### config.mk
export PLATFORM = sky130hd
export DESIGN_NAME = muldiv_unit
export DESIGN_NICKNAME = d
export VERILOG_FILES = /design/src/rtl/muldiv_unit.sv
export SDC_FILE = /design/constraint.sdc
export NUM_CORES = 1
export LEC_CHECK = 0
export ABC_CLOCK_PERIOD_IN_PS = 12080
export CAP_MARGIN = 20
export CORE_MARGIN = 8
export CORE_UTILIZATION = 44
export CTS_CLUSTER_DIAMETER = 100
export CTS_CLUSTER_SIZE = 30
export DETAILED_ROUTE_END_ITERATION = 10
export PLACE_DENSITY = 0.64
export RECOVER_POWER = 100
export SETUP_SLACK_MARGIN = 0.02
export SLEW_MARGIN = 40
export SYNTH_ARGS = -nofsm -noshare
export SYNTH_HDL_FRONTEND = slang
export SYNTH_SLANG_ARGS = --single-unit
### constraint.sdc
create_clock -name clk -period 12.08 [get_ports clk]
set_input_delay 1.812 -clock clk [delete_from_list [all_inputs] [get_ports clk]]
set_output_delay 1.812 -clock clk [all_outputs]
set_load 0.005 [all_outputs]
### src/rtl/muldiv_unit.sv
// Iterative RV32M multiply/divide unit: one operation in flight, fixed 32-cycle latency,
// valid/ready request and response channels.
module muldiv_unit #(
  parameter int unsigned Bit_Width = 32
) (
  input  logic                 clk,
  input  logic                 rst,
  input  logic                 req_valid,
  output logic                 req_ready,
  input  logic [Bit_Width-1:0] A,
  input  logic [Bit_Width-1:0] B,
  input  logic [2:0]           md_sel,
  output logic                 resp_valid,
  input  logic                 resp_ready,
  output logic [Bit_Width-1:0] md_result,
  output logic                 busy
);

  localparam int unsigned W = Bit_Width;

  localparam logic [2:0] OpMul    = 3'd0;
  localparam logic [2:0] OpMulh   = 3'd1;
  localparam logic [2:0] OpMulhsu = 3'd2;
  localparam logic [2:0] OpMulhu  = 3'd3;
  localparam logic [2:0] OpDiv    = 3'd4;
  localparam logic [2:0] OpDivu   = 3'd5;
  localparam logic [2:0] OpRem    = 3'd6;
  localparam logic [2:0] OpRemu   = 3'd7;

  typedef enum logic [1:0] {StIdle, StCalc, StDone} state_e;

  state_e         state_q, state_d;
  logic [2:0]     op_q;
  logic [W-1:0]   hi_q, lo_q, opnd_q, result_q;
  logic [4:0]     cnt_q;
  logic           neg_res_q, neg_rem_q, div_zero_q, ovf_q;

  // Capture-side operand conditioning
  logic           a_signed, b_signed, neg_a, neg_b;
  logic [W-1:0]   a_mag, b_mag;

  // Iteration datapath
  logic [W:0]     mul_sum;
  logic [W:0]     div_shift;
  logic           div_fits;
  logic [W-1:0]   step_hi, step_lo;
  logic [2*W-1:0] prod, prod_s;
  logic [W-1:0]   quot, rem, final_res;

  always_comb begin
    a_signed = (md_sel == OpMul) || (md_sel == OpMulh) || (md_sel == OpMulhsu) ||
               (md_sel == OpDiv) || (md_sel == OpRem);
    b_signed = (md_sel == OpMul) || (md_sel == OpMulh) || (md_sel == OpDiv) ||
               (md_sel == OpRem);
    neg_a    = a_signed & A[W-1];
    neg_b    = b_signed & B[W-1];
    a_mag    = neg_a ? -A : A;
    b_mag    = neg_b ? -B : B;
  end

  // hi/lo hold {accumulator, multiplier} for multiply and {remainder, quotient} for divide
  always_comb begin
    mul_sum   = {1'b0, hi_q} + (lo_q[0] ? {1'b0, opnd_q} : {(W+1){1'b0}});
    div_shift = {hi_q, lo_q[W-1]};
    div_fits  = div_shift >= {1'b0, opnd_q};
    if (op_q[2]) begin
      step_hi = div_fits ? (div_shift[W-1:0] - opnd_q) : div_shift[W-1:0];
      step_lo = {lo_q[W-2:0], div_fits};
    end else begin
      step_hi = mul_sum[W:1];
      step_lo = {mul_sum[0], lo_q[W-1:1]};
    end
  end

  always_comb begin
    prod   = {step_hi, step_lo};
    prod_s = neg_res_q ? -prod : prod;
    quot   = neg_res_q ? -step_lo : step_lo;
    // With a zero divisor every step fits, so the remainder naturally equals A
    rem    = neg_rem_q ? -step_hi : step_hi;
    unique case (op_q)
      OpMul:                      final_res = prod_s[W-1:0];
      OpMulh, OpMulhsu, OpMulhu:  final_res = prod_s[2*W-1:W];
      OpDiv, OpDivu: begin
        if (div_zero_q)  final_res = {W{1'b1}};
        else if (ovf_q)  final_res = {1'b1, {(W-1){1'b0}}};
        else             final_res = quot;
      end
      default: begin
        if (ovf_q) final_res = '0;
        else       final_res = rem;
      end
    endcase
  end

  always_comb begin
    state_d = state_q;
    unique case (state_q)
      StIdle: if (req_valid)       state_d = StCalc;
      StCalc: if (cnt_q == 5'd31)  state_d = StDone;
      StDone: if (resp_ready)      state_d = StIdle;
      default:                     state_d = StIdle;
    endcase
  end

  always_ff @(posedge clk or posedge rst) begin
    if (rst) begin
      state_q    <= StIdle;
      op_q       <= '0;
      hi_q       <= '0;
      lo_q       <= '0;
      opnd_q     <= '0;
      result_q   <= '0;
      cnt_q      <= '0;
      neg_res_q  <= 1'b0;
      neg_rem_q  <= 1'b0;
      div_zero_q <= 1'b0;
      ovf_q      <= 1'b0;
    end else begin
      state_q <= state_d;
      unique case (state_q)
        StIdle: begin
          if (req_valid) begin
            op_q       <= md_sel;
            hi_q       <= '0;
            lo_q       <= md_sel[2] ? a_mag : b_mag;
            opnd_q     <= md_sel[2] ? b_mag : a_mag;
            cnt_q      <= '0;
            neg_res_q  <= neg_a ^ neg_b;
            neg_rem_q  <= neg_a;
            div_zero_q <= (B == '0);
            ovf_q      <= ((md_sel == OpDiv) || (md_sel == OpRem)) &&
                          (A == {1'b1, {(W-1){1'b0}}}) && (B == {W{1'b1}});
          end
        end
        StCalc: begin
          hi_q  <= step_hi;
          lo_q  <= step_lo;
          cnt_q <= cnt_q + 5'd1;
          if (cnt_q == 5'd31) result_q <= final_res;
        end
        default: ;
      endcase
    end
  end

  assign req_ready  = (state_q == StIdle);
  assign resp_valid = (state_q == StDone);
  assign busy       = (state_q != StIdle);
  assign md_result  = result_q;

endmodule

==> flow_metrics.py <==
metrics = {
    "run_status": {
        "outcome": "complete, but fails checks",
        "violations": "max-capacitance violations, max-slew violations",
    },
    "timing": {
        "worst_pin_slew_ns": 4.02,
        "max_slew_margin": -1.69,
        "tns_ns": 0,
        "finalHoldViolCount": 0,
        "fin_crit_ns": 8.48,
        "slew_viol_final": 315,
        "max_freq_mhz": 118,
        "finClkSkew_ns": 0.0165,
        "post-route-period-util": 0.702,
        "setup_viol": 0,
        "rsz0062_at_grt": "no",
        "fin_ws_ns": 3.60,
    },
    "logic_synthesis": {
        "synthTopCellsByArea": "dfrtp_1 22%, nand2_1 6.4%, o21ai_0 6.3%",
        "syn_area_per_cell_um2": 7.36,
        "synth_nets": 2319,
        "synth_edf_count": 0,
        "ys_types": 104,
        "syn_inst": 2176,
        "synth_ff_type": "dfrtp_1",
        "synthArstFlopShare": 1.00,
        "ys_warn_count": 0,
        "yosysSeqAreaShare": 0.222,
        "yosysTopAreaCell": "dfrtp_1",
        "synth_area_um2": 16000,
        "ys_ff_latch": 142,
        "synth_top_area_frac": 0.222,
    },
    "route": {
        "wl_per_cell_um": 24.8,
        "drcViolationCount": 0,
        "drt_iter0_drc": 1682,
        "num_vias": 17200,
        "antenna_left": 0,
        "viasPerCell": 6.43,
        "wirelength_um": 66200,
        "firstDrtPassIters": 5,
    },
    "global_routing": {
        "met2_usage": 0.474,
        "grt-busiest-layer": "met2",
        "antenna_found_initial": 1,
        "grt.total_usage": 0.306,
        "met1_usage": 0.399,
        "grt_max_degree": 94,
        "grt_pass1_vias": 16200,
        "grtUsageMet3": 0.0630,
        "globalRouteOverflowTotal": 0,
        "grt_pass1_wl_um": 99000,
    },
    "final_layout": {
        "final_area_um2": 17900,
        "synthToLayoutAreaGrowth_pct": 11.7,
        "final_util": 0.494,
        "fill_cells": 3679,
        "n_antenna_cell": 0,
        "layout_commonest_cell": "nand2_1",
        "final_cell_mix": "275 x nand2_1, 203 x nor2_1, 202 x o21ai_0, 158 x a21oi_1, 141 x dfrtp_1",
        "drive_gt1_frac": 0.0603,
        "final_nets": 2337,
    },
    "clock_network": {
        "clock_path_buffers": 2,
        "hold_buffers": 0,
        "postCtsSetupBuffers": 0,
        "h-tree-depth": 4,
        "cts_buffers": 17,
        "clk_latency_ns": 0.46,
        "clkSlewWorstSetupHoldPaths_ns": 0.07,
        "root_buffer": "clkbuf_16",
        "cts_resized": 0,
        "cts_sinks": 142,
        "cts_tree": "done",
    },
    "critical_path": {
        "arrival_ns": 8.83,
        "cp-start-kind": "flop",
        "cp.required_ns": 12.43,
        "worstPathMaxFanout": 59,
        "r2r_cells": 11,
        "critPathKind": "reg2reg",
        "endpoint_kind": "flop",
    },
    "floorplan": {
        "core_area_um2": 36300,
        "start_util": 0.442,
        "rows": 70,
        "die_w_um": 207,
        "chipHeight_um": 207,
        "ios": 106,
        "die_area_um2": 42800,
    },
    "flow_run": {
        "maxCapViolCount": 6,
    },
    "placed_design": {
        "io_buffer_count": 105,
        "placed_area_um2": 17400,
        "hpwl_um": 51600,
        "gp_congestion": 0.967,
        "place_ws_ns": 6.12,
    },
    "worst_hold_path": {
        "min_path_type": "reg2reg",
        "whs_path_depth": 2,
    },
}
final cells by class:
cell class / instances / area (µm²) / share of cell area
timing repair buffer: 134 / 1240 / 0.0694
inverter: 73 / 275 / 0.0154
clock inverter: 14 / 169 / 0.00944
multi-input combinational: 1826 / 11600 / 0.650
tap: 468 / 586 / 0.0327
sequential: 142 / 3560 / 0.199
clock buffer: 18 / 439 / 0.0245
sequential cells by signal (all words and copies together), names as in the netlist:
name        cells
ovf_q           1
md_result      32
neg_rem_q       1
cnt_q           5
neg_res_q       1
op_q            3
lo_q           32
div_zero_q      1
opnd_q         32
hi_q           32
state_q         2
worst paths after layout:
check | startpoint | endpoint | slack (ns)
max in group asynchronous | rst | md_result[26] | 7.25
worst max-delay path | op_q[2] | md_result[28] | 3.60
worst min-delay path | md_result[14] | md_result[14] | 0.49
worst min register to register | md_result[14] | md_result[14] | 0.49
min in group asynchronous | rst | hi_q[3] | 3.00
worst max register to register | op_q[2] | md_result[28] | 3.60
critical path: stages (launching register included):
cell      delay (ns)
dfrtp_1         1.12
clkbuf_1        2.41
clkinv_1        0.40
clkbuf_1        0.94
a31oi_1         0.53
a21oi_1         0.12
nor2_1          0.85
o21ai_2         0.19
or4_4           0.55
or4_1           0.54
a221o_1         0.35
o32a_1          0.32
logic make-up after synthesis:
group	Yosys count	share of synthesized area
fa+ha+maj	72	0.0572
compound gates	687	0.288
simple gates	854	0.259
flops	142	0.222
mux	51	0.0323
buf+inv	208	0.0536
xor+xnor	162	0.0885
per-stage QoR:
| stage | cells | hold slack, ns |
|---|---|---|
| 2_1_floorplan | 2176 | 0.449 |
| 3_3_place_gp | 2641 | 0.476 |
| 3_5_place_dp | 2642 | 0.485 |
| 4_1_cts | 2674 | 0.494 |
| 5_1_grt | 2675 | 0.524 |
| 6_report | 2675 | 0.488 |
routing by layer:
layer	part of all wire	routed length, µm
met4	0.054	3560
met1	0.43	28300
met3	0.081	5370
met5	0.00020	13
met2	0.44	29000
Yosys cell counts (7+ instances only):
| library cell | instances |
|---|---|
| o211ai_1 | 51 |
| xnor2_1 | 99 |
| buf_2 | 17 |
| or4_1 | 12 |
| a31oi_1 | 23 |
| o41ai_1 | 12 |
| nor4_1 | 29 |
| and2_1 | 45 |
| nand2_1 | 274 |
| a221oi_1 | 17 |
| o2111ai_1 | 11 |
| nor2_1 | 203 |
| xor2_1 | 63 |
| a21oi_1 | 160 |
| clkbuf_1 | 94 |
| nand2b_1 | 14 |
| and3_1 | 15 |
| nor2b_1 | 12 |
| a21o_1 | 22 |
| o31ai_1 | 22 |
| nand3_1 | 76 |
| a211oi_1 | 15 |
| or2_2 | 13 |
| and4_1 | 7 |
| or3_1 | 16 |
| nand3b_1 | 7 |
| o221ai_1 | 21 |
| nor3b_1 | 7 |
| dfrtp_1 | 142 |
| mux2i_1 | 45 |
| buf_6 | 7 |
| o21ai_0 | 201 |
| o21a_1 | 12 |
| inv_1 | 70 |
| buf_1 | 16 |
| ha_1 | 70 |
| nand4_1 | 40 |
| nor3_1 | 54 |
Power is not shown: default switching activity piles up to over one toggle a cycle in this logic, so the estimate is an artifact.
